===== src/rtl/multicycle_control_if.sv =====
// multicycle_control_if
//   Bundles the control/datapath signals of the multi-cycle MIPS-subset core.
//   master : the control FSM (drives selects/enables, reads Instr/ALU_zero/Mem_Ack)
//   slave  : the datapath side (PC, IR, RF, ALU, data memory)
//
//   Handshake with data memory: Mem_RdEn / Mem_WrEn are held high as a request
//   until Mem_Ack is seen high on a rising Clk edge; that edge completes the
//   transfer and the request drops on the same edge. Mem_Ack is a one-cycle
//   done strobe and is meaningless while no request is outstanding.
interface multicycle_control_if;
    logic [31:0] Instr;
    logic        ALU_zero;
    logic        Mem_Ack;

    logic        PC_LdEn;
    logic        PC_sel;
    logic        IR_LdEn;
    logic        RF_WrEn;
    logic        RF_WrData_sel;
    logic        RF_B_sel;
    logic        ALU_Bin_sel;
    logic        Imm_zext;
    logic [3:0]  ALU_func;
    logic        Mem_RdEn;
    logic        Mem_WrEn;
    logic        Err;

    modport master (
        input  Instr, ALU_zero, Mem_Ack,
        output PC_LdEn, PC_sel, IR_LdEn, RF_WrEn, RF_WrData_sel, RF_B_sel,
               ALU_Bin_sel, Imm_zext, ALU_func, Mem_RdEn, Mem_WrEn, Err
    );

    modport slave (
        output Instr, ALU_zero, Mem_Ack,
        input  PC_LdEn, PC_sel, IR_LdEn, RF_WrEn, RF_WrData_sel, RF_B_sel,
               ALU_Bin_sel, Imm_zext, ALU_func, Mem_RdEn, Mem_WrEn, Err
    );
endinterface


===== src/rtl/multicycle_control.sv =====
// multicycle_control
//   Moore control FSM for the multi-cycle MIPS-subset datapath. Sequences
//   fetch / decode / execute / memory / writeback and drives the datapath
//   selects, enables and ALU operation code.
// Ports
//   Clk        in   rising-edge clock
//   Reset      in   asynchronous active-high reset (state RST, outputs 0)
//   bus        if   multicycle_control_if.master (Instr, ALU_zero, Mem_Ack in;
//                   all datapath controls and Err out)
//   dbg_state  out  current FSM state encoding (state_t order)
// Parameters
//   MEM_TIMEOUT  wait cycles allowed for Mem_Ack in MEM_RD/MEM_WR (1..255)
module multicycle_control #(
    parameter int unsigned MEM_TIMEOUT = 15
) (
    input  logic                        Clk,
    input  logic                        Reset,
    multicycle_control_if.master        bus,
    output logic [3:0]                  dbg_state
);

    typedef enum logic [3:0] {
        S_RST      = 4'd0,
        S_IF       = 4'd1,
        S_ID       = 4'd2,
        S_EX_R     = 4'd3,
        S_EX_I     = 4'd4,
        S_MEM_ADDR = 4'd5,
        S_MEM_RD   = 4'd6,
        S_MEM_WR   = 4'd7,
        S_WB       = 4'd8,
        S_BR       = 4'd9,
        S_ERR      = 4'd10
    } state_t;

    localparam logic [5:0] OP_R    = 6'b100000;
    localparam logic [5:0] OP_ADDI = 6'b110000;
    localparam logic [5:0] OP_ANDI = 6'b110010;
    localparam logic [5:0] OP_ORI  = 6'b110011;
    localparam logic [5:0] OP_LW   = 6'b001111;
    localparam logic [5:0] OP_SW   = 6'b011111;
    localparam logic [5:0] OP_BEQ  = 6'b010000;
    localparam logic [5:0] OP_BNE  = 6'b010001;

    // Last counter value at which a missing Mem_Ack is still tolerated.
    localparam logic [7:0] TO_LAST = 8'(MEM_TIMEOUT - 1);

    state_t     state, nxt_state;
    logic [7:0] wait_cnt, nxt_cnt;

    // Registered outputs and their next values.
    logic       pc_ld_q, ir_ld_q, rf_wr_q, rf_wds_q, rf_bsel_q, bin_q, zext_q;
    logic       rd_q, wr_q, err_q;
    logic [3:0] func_q;
    logic       n_pc_ld, n_ir_ld, n_rf_wr, n_rf_wds, n_rf_bsel, n_bin, n_zext;
    logic       n_rd, n_wr, n_err;
    logic [3:0] n_func;

    // Instruction decode.
    logic [5:0] opcode;
    logic [3:0] func_lo;
    logic       is_r, is_imm, is_mem, is_br, is_lw, func_ok, br_take;
    logic       unused_instr_bits;

    assign opcode  = bus.Instr[31:26];
    assign func_lo = bus.Instr[3:0];
    assign unused_instr_bits = ^bus.Instr[25:4];

    assign is_r   = (opcode == OP_R);
    assign is_imm = (opcode == OP_ADDI) || (opcode == OP_ANDI) || (opcode == OP_ORI);
    assign is_mem = (opcode == OP_LW) || (opcode == OP_SW);
    assign is_br  = (opcode == OP_BEQ) || (opcode == OP_BNE);
    assign is_lw  = (opcode == OP_LW);

    always_comb begin
        func_ok = 1'b0;
        case (func_lo)
            4'b0000, 4'b0001, 4'b0010, 4'b0011, 4'b0100,
            4'b1000, 4'b1001, 4'b1010, 4'b1100, 4'b1101: func_ok = 1'b1;
            default: func_ok = 1'b0;
        endcase
    end

    // ALU_zero is produced by the ALU during BR itself, so the branch decision
    // cannot be registered ahead of time; it is the only output path that is
    // combinational from an input, and it is gated by the registered state.
    assign br_take = (state == S_BR) &&
                     (((opcode == OP_BEQ) &&  bus.ALU_zero) ||
                      ((opcode == OP_BNE) && !bus.ALU_zero));

    // Next state, wait counter, and the output values of the state being entered.
    always_comb begin
        nxt_state = state;
        nxt_cnt   = '0;
        case (state)
            S_RST:      nxt_state = S_IF;
            S_IF:       nxt_state = S_ID;
            S_ID: begin
                if (is_r)        nxt_state = func_ok ? S_EX_R : S_ERR;
                else if (is_imm) nxt_state = S_EX_I;
                else if (is_mem) nxt_state = S_MEM_ADDR;
                else if (is_br)  nxt_state = S_BR;
                else             nxt_state = S_ERR;
            end
            S_EX_R, S_EX_I: nxt_state = S_WB;
            S_MEM_ADDR: nxt_state = is_lw ? S_MEM_RD : S_MEM_WR;
            S_MEM_RD, S_MEM_WR: begin
                if (bus.Mem_Ack)              nxt_state = (state == S_MEM_RD) ? S_WB : S_IF;
                else if (wait_cnt == TO_LAST) nxt_state = S_ERR;
                else                          nxt_cnt   = wait_cnt + 8'd1;
            end
            S_WB, S_BR: nxt_state = S_IF;
            S_ERR:      nxt_state = S_ERR;
            default:    nxt_state = S_ERR;
        endcase

        n_pc_ld   = 1'b0;
        n_ir_ld   = 1'b0;
        n_rf_wr   = 1'b0;
        n_rf_wds  = 1'b0;
        n_rf_bsel = 1'b0;
        n_bin     = 1'b0;
        n_zext    = 1'b0;
        n_func    = 4'b0000;
        n_rd      = 1'b0;
        n_wr      = 1'b0;
        n_err     = 1'b0;
        case (nxt_state)
            S_IF: begin
                n_ir_ld = 1'b1;
                n_pc_ld = 1'b1;
            end
            S_EX_R: n_func = func_lo;
            S_EX_I: begin
                n_bin  = 1'b1;
                n_zext = (opcode == OP_ANDI) || (opcode == OP_ORI);
                case (opcode)
                    OP_ANDI: n_func = 4'b0010;
                    OP_ORI:  n_func = 4'b0011;
                    default: n_func = 4'b0000;
                endcase
            end
            S_MEM_ADDR: n_bin = 1'b1;
            S_MEM_RD: begin
                n_bin = 1'b1;
                n_rd  = 1'b1;
            end
            S_MEM_WR: begin
                n_bin     = 1'b1;
                n_wr      = 1'b1;
                n_rf_bsel = 1'b1;
            end
            S_WB: begin
                // ALU controls carry over from the execute/memory state so the
                // result being written stays stable during the write.
                n_rf_wr   = 1'b1;
                n_rf_wds  = (state == S_MEM_RD);
                n_func    = func_q;
                n_bin     = bin_q;
                n_zext    = zext_q;
                n_rf_bsel = rf_bsel_q;
            end
            S_BR: begin
                n_func    = 4'b0001;
                n_rf_bsel = 1'b1;
            end
            S_ERR:   n_err = 1'b1;
            default: ;
        endcase
    end

    always_ff @(posedge Clk or posedge Reset) begin
        if (Reset) begin
            state     <= S_RST;
            wait_cnt  <= '0;
            pc_ld_q   <= 1'b0;
            ir_ld_q   <= 1'b0;
            rf_wr_q   <= 1'b0;
            rf_wds_q  <= 1'b0;
            rf_bsel_q <= 1'b0;
            bin_q     <= 1'b0;
            zext_q    <= 1'b0;
            func_q    <= 4'b0000;
            rd_q      <= 1'b0;
            wr_q      <= 1'b0;
            err_q     <= 1'b0;
        end else begin
            state     <= nxt_state;
            wait_cnt  <= nxt_cnt;
            pc_ld_q   <= n_pc_ld;
            ir_ld_q   <= n_ir_ld;
            rf_wr_q   <= n_rf_wr;
            rf_wds_q  <= n_rf_wds;
            rf_bsel_q <= n_rf_bsel;
            bin_q     <= n_bin;
            zext_q    <= n_zext;
            func_q    <= n_func;
            rd_q      <= n_rd;
            wr_q      <= n_wr;
            err_q     <= n_err;
        end
    end

    assign bus.PC_LdEn       = pc_ld_q | br_take;
    assign bus.PC_sel        = br_take;
    assign bus.IR_LdEn       = ir_ld_q;
    assign bus.RF_WrEn       = rf_wr_q;
    assign bus.RF_WrData_sel = rf_wds_q;
    assign bus.RF_B_sel      = rf_bsel_q;
    assign bus.ALU_Bin_sel   = bin_q;
    assign bus.Imm_zext      = zext_q;
    assign bus.ALU_func      = func_q;
    assign bus.Mem_RdEn      = rd_q;
    assign bus.Mem_WrEn      = wr_q;
    assign bus.Err           = err_q;
    assign dbg_state         = state;

endmodule

===== src/flat_wrapper.sv =====
// flat-port wrapper written by rule: the top's interface ports become plain ports
module multicycle_control_flat 
#(
    parameter int unsigned MEM_TIMEOUT = 15
)
  (Clk, Reset, dbg_state, bus_Instr, bus_ALU_zero, bus_Mem_Ack, bus_PC_LdEn, bus_PC_sel, bus_IR_LdEn, bus_RF_WrEn, bus_RF_WrData_sel, bus_RF_B_sel, bus_ALU_Bin_sel, bus_Imm_zext, bus_ALU_func, bus_Mem_RdEn, bus_Mem_WrEn, bus_Err);
  multicycle_control_if bus_i ();
  input  logic Clk;
  input  logic Reset;
  output logic [3:0] dbg_state;
  input wire logic [$bits(bus_i.Instr)-1:0] bus_Instr;
  input wire logic [$bits(bus_i.ALU_zero)-1:0] bus_ALU_zero;
  input wire logic [$bits(bus_i.Mem_Ack)-1:0] bus_Mem_Ack;
  output wire logic [$bits(bus_i.PC_LdEn)-1:0] bus_PC_LdEn;
  output wire logic [$bits(bus_i.PC_sel)-1:0] bus_PC_sel;
  output wire logic [$bits(bus_i.IR_LdEn)-1:0] bus_IR_LdEn;
  output wire logic [$bits(bus_i.RF_WrEn)-1:0] bus_RF_WrEn;
  output wire logic [$bits(bus_i.RF_WrData_sel)-1:0] bus_RF_WrData_sel;
  output wire logic [$bits(bus_i.RF_B_sel)-1:0] bus_RF_B_sel;
  output wire logic [$bits(bus_i.ALU_Bin_sel)-1:0] bus_ALU_Bin_sel;
  output wire logic [$bits(bus_i.Imm_zext)-1:0] bus_Imm_zext;
  output wire logic [$bits(bus_i.ALU_func)-1:0] bus_ALU_func;
  output wire logic [$bits(bus_i.Mem_RdEn)-1:0] bus_Mem_RdEn;
  output wire logic [$bits(bus_i.Mem_WrEn)-1:0] bus_Mem_WrEn;
  output wire logic [$bits(bus_i.Err)-1:0] bus_Err;
  assign bus_i.Instr = bus_Instr;
  assign bus_i.ALU_zero = bus_ALU_zero;
  assign bus_i.Mem_Ack = bus_Mem_Ack;
  assign bus_PC_LdEn = bus_i.PC_LdEn;
  assign bus_PC_sel = bus_i.PC_sel;
  assign bus_IR_LdEn = bus_i.IR_LdEn;
  assign bus_RF_WrEn = bus_i.RF_WrEn;
  assign bus_RF_WrData_sel = bus_i.RF_WrData_sel;
  assign bus_RF_B_sel = bus_i.RF_B_sel;
  assign bus_ALU_Bin_sel = bus_i.ALU_Bin_sel;
  assign bus_Imm_zext = bus_i.Imm_zext;
  assign bus_ALU_func = bus_i.ALU_func;
  assign bus_Mem_RdEn = bus_i.Mem_RdEn;
  assign bus_Mem_WrEn = bus_i.Mem_WrEn;
  assign bus_Err = bus_i.Err;
  multicycle_control #(.MEM_TIMEOUT(MEM_TIMEOUT)) u_core (.Clk(Clk), .Reset(Reset), .bus(bus_i), .dbg_state(dbg_state));
endmodule

===== config.mk =====
export PLATFORM = sky130hd
export DESIGN_NAME = multicycle_control_flat
export DESIGN_NICKNAME = d
export VERILOG_FILES = /design/src/rtl/multicycle_control_if.sv /design/src/rtl/multicycle_control.sv /design/src/flat_wrapper.sv
export SDC_FILE = /design/constraint.sdc
export NUM_CORES = 1
export LEC_CHECK = 0
export BUFFER_PORTS_ARGS = -buffer_cell sky130_fd_sc_hd__buf_2
export CORE_UTILIZATION = 45
export CTS_BUF_LIST = sky130_fd_sc_hd__clkbuf_16
export CTS_CLUSTER_SIZE = 10
export DETAILED_ROUTE_END_ITERATION = 10
export GPL_TIMING_DRIVEN = 0
export PLACE_DENSITY = 0.78
export SLEW_MARGIN = 20
export SYNTH_ARGS = -nofsm -noshare
export SYNTH_HDL_FRONTEND = slang
export SYNTH_SLANG_ARGS = --single-unit

===== constraint.sdc =====
create_clock -name Clk -period 4.9 [get_ports Clk]
set_input_delay 0.98 -clock Clk [delete_from_list [all_inputs] [get_ports Clk]]
set_output_delay 0.98 -clock Clk [all_outputs]
set_load 0.01 [all_outputs]

==> impl_metrics.py <==
metrics = {
    "status": {
        "status": "complete, no violations",
    },
    "synth": {
        "async_flop_share_pct": 100,
        "synth_compound_area_share_pct": 20.4,
        "ys_warn_count": 0,
        "syn_area_per_cell_sq_um": 10.4,
        "yosys_most_used_dff": "dfrtp_1",
        "synth_seq_cells": 25,
        "postSynthCellCount": 133,
        "synth-edff-count": 0,
        "synth_fp_nets": 171,
        "synth_area_sq_um": 1380,
        "yosysSeqAreaShare_pct": 45.3,
        "synthMuxAreaShare_pct": 0.725,
        "synth_fa_ha_area_share_pct": 1.81,
        "synth_top_family_by_area": "simple AND/OR/NAND/NOR gates",
        "yosysUniqueCellTypes": 48,
        "yosys.area_share.xor_xnor_pct": 3.80,
        "synth-simple-area-share_pct": 24.5,
    },
    "sta": {
        "maxSlewViolCount": 0,
        "fin_crit_ns": 3.29,
        "timing.fmax_ghz": 0.304,
        "fin_skew_ns": 0.00385,
        "tightest_slew_ns": 0.954,
        "rsz0062_at_grt": "no",
        "post-route-period-util_pct": 67.2,
        "tns_ns": 0,
        "hold_viol": 0,
        "slew_headroom_pct": 36.3,
        "setup_viol": 0,
    },
    "placement": {
        "place_hpwl_um": 2230,
        "port-buffer-count": 32,
        "gp_congestion": 0.883,
    },
    "cts": {
        "clock_path_buffers": 2,
        "cts_tree": "yes",
        "path_clk_slew_ns": 0.07,
        "cts_hold_buf": 0,
        "htree_levels": 1,
        "clock_latency_ns": 0.26,
        "cts_root_buf": "clkbuf_16",
        "clock-sinks": 25,
        "cts_made_buffers": 3,
        "cts.repair.resized": 0,
        "post_cts_buffers": 0,
    },
    "final_layout": {
        "layout_common_cells": "32 x buf_2, 25 x dfrtp_1, 16 x nor2_1",
        "final_common_cell": "buf_2",
        "layout.nets": 208,
        "multiInputGateArea_sq_um": 707,
        "post-route-util_pct": 58.8,
        "fill_cells": 250,
        "diodes": 0,
        "areaGrowthSynthToFinish_pct": 20.4,
        "register_area_sq_um": 626,
        "drive_gt1_share_pct": 29.0,
    },
    "flow_run": {
        "cap_violations": 0,
    },
    "pwr": {
        "leakagePower_nw": 0.782,
        "power_density_nw_per_um2": 490,
        "p_clk_share_pct": 22.4,
        "switchingPower_mw": 0.311,
        "internal-power_mw": 0.504,
        "vdd_ir_drop_max_mv": 0.492,
        "combPwrFrac_pct": 41.9,
        "swShare_pct": 38.2,
        "seq_power_share_pct": 35.7,
    },
    "route": {
        "drt_wl_total_um": 3000,
        "drt_iter0_drc": 12,
        "wl_per_cell_um": 15.0,
        "routed_via_density": 5.81,
        "vias": 1162,
        "drcViolationCount": 0,
        "ant_nets": 0,
        "drtPass1Iterations": 4,
    },
    "grt": {
        "grt_max_degree": 26,
        "grt_pass1_wl_um": 5120,
        "gr-usage-all-layers_pct": 19.7,
        "antenna_found_initial": 0,
        "grt_pass1_vias": 1164,
        "overflow": 0,
    },
    "setup_path": {
        "critPathMaxFanout": 5,
        "crit_type": "in2out",
        "worst_ep_required_time_ns": 3.92,
        "start_kind": "input pin",
        "crit_arrival_ns": 2.31,
        "worstSetupEndpointType": "primary output",
        "cpMaxStageDelayCell": "or3b_1",
        "crit_top_cell": "buf_2",
        "crit_chain": "buf_2 -> or3b_1 -> or3_1 -> nor2_1 -> or2_2 -> buf_2",
        "max_stage_delay_ns": 0.41,
    },
    "floorplan": {
        "dieWidth_um": 57.4,
        "core_area_sq_um": 2830,
        "die_h_um": 57.4,
        "dieArea_sq_um": 3300,
        "start_util_pct": 48.8,
        "pin_count": 55,
        "row_count": 19,
    },
    "min_path": {
        "min_path_type": "reg2reg",
    },
}
layout make-up:
| cell class | instances | area share (%) |
|---|---|---|
| Multi-Input combinational cell | 98 | 42.5 |
| Clock inverter | 1 | 0.451 |
| Inverter | 8 | 1.81 |
| Buffer | 2 | 1.13 |
| Sequential cell | 25 | 37.6 |
| Timing Repair Buffer | 32 | 9.63 |
| Clock buffer | 3 | 4.51 |
| Tap cell | 31 | 2.33 |
power groups by stage:
stage | sequential [mW] | clock (mW) | combinational [mW]
6_report | 0.291 | 0.183 | 0.341
5_1_grt | 0.296 | 0.193 | 0.379
4_1_cts | 0.290 | 0.188 | 0.344
3_5_place_dp | 0.293 | 0 | 0.339
3_3_place_gp | 0.291 | 0 | 0.332
2_1_floorplan | 0.305 | 0 | 0.223
registers in the layout, indices dropped and copies added, names as in the netlist:
signal and count:
u_core.pc_ld_q 1, u_core.bus.Mem_RdEn 1, u_core.dbg_state 4, u_core.bus.RF_WrEn 1
u_core.bus.Imm_zext 1, u_core.bus.Err 1, u_core.bus.ALU_Bin_sel 1, u_core.bus.ALU_func 4
u_core.bus.Mem_WrEn 1, u_core.bus.RF_B_sel 1, u_core.wait_cnt 8, u_core.bus.RF_WrData_sel 1
final timing paths:
| kind | startpoint | end | slack, ns | cells after the start |
|---|---|---|---|---|
| min reg2reg | u_core.wait_cnt[0] | u_core.wait_cnt[0] | 0.51 | 1 |
| max | bus_Instr[28] | bus_PC_LdEn | 1.61 | 6 |
| min | u_core.wait_cnt[0] | u_core.wait_cnt[0] | 0.51 | 1 |
| max in group asynchronous | Reset | u_core.bus.ALU_func[2] | 3.38 | 2 |
| max reg2reg | u_core.wait_cnt[0] | u_core.bus.ALU_func[1] | 2.36 | 8 |
| min in group asynchronous | Reset | u_core.pc_ld_q | 0.93 | 2 |
cell families after synthesis:
family,Yosys count
fa+ha+maj,2
xor+xnor,6
mux,1
flops,25
buf+inv,10
simple gates,56
compound gates,33
cell usage after synthesis (all sizes together) (2+ instances only):
library cell   n  area, sq um
o21ai          9         48.8
and2           3         18.8
or3            2         12.5
buf            2         18.8
nor3           2         10.0
a211oi         4         35.0
nor2          16         60.1
ha             2         25.0
nand3          4         20.0
a22o           5         43.8
nor2b          7         43.8
a21oi          4         23.8
a21o           2         15.0
or3b           2         17.5
inv            8         30.0
dfrtp         25          626
nand4          3         18.8
nand2          5         21.3
or2            2         12.5
o311ai         2         35.0
xor2           5         43.8
and4bb         2         25.0
and4b          2         20.0
per-layer routing:
metal	wire length [um]	part of all wire, %	up-vias	track usage, %
met5	0	0	-	0
met4	14	0.47	0	4.18
met3	94	3.1	2	2.27
met2	1620	54	28	38.5
met1	1280	43	574	22.8
li1	-	-	558	-
stage by stage:
step / hold WS [ns] / power, mW / setup slack, ns / std cells / instance area, sq um
2_1_floorplan: 0.475 / 0.528 / 1.84 / 133 / 1380
3_3_place_gp: 0.491 / 0.623 / 1.65 / 196 / 1580
3_5_place_dp: 0.488 / 0.632 / 1.62 / 196 / 1580
4_1_cts: 0.510 / 0.821 / 1.58 / 200 / 1660
5_1_grt: 0.522 / 0.868 / 1.56 / 200 / 1660
6_report: 0.511 / 0.815 / 1.61 / 200 / 1660
worst max-delay path, delay by kind of cell:
kind | cells | cell delay, ns
buffers and inverters | 2 | 0.26
and+or+nand+nor | 4 | 1.09
Note: power is estimated with default switching activity, not from simulation.
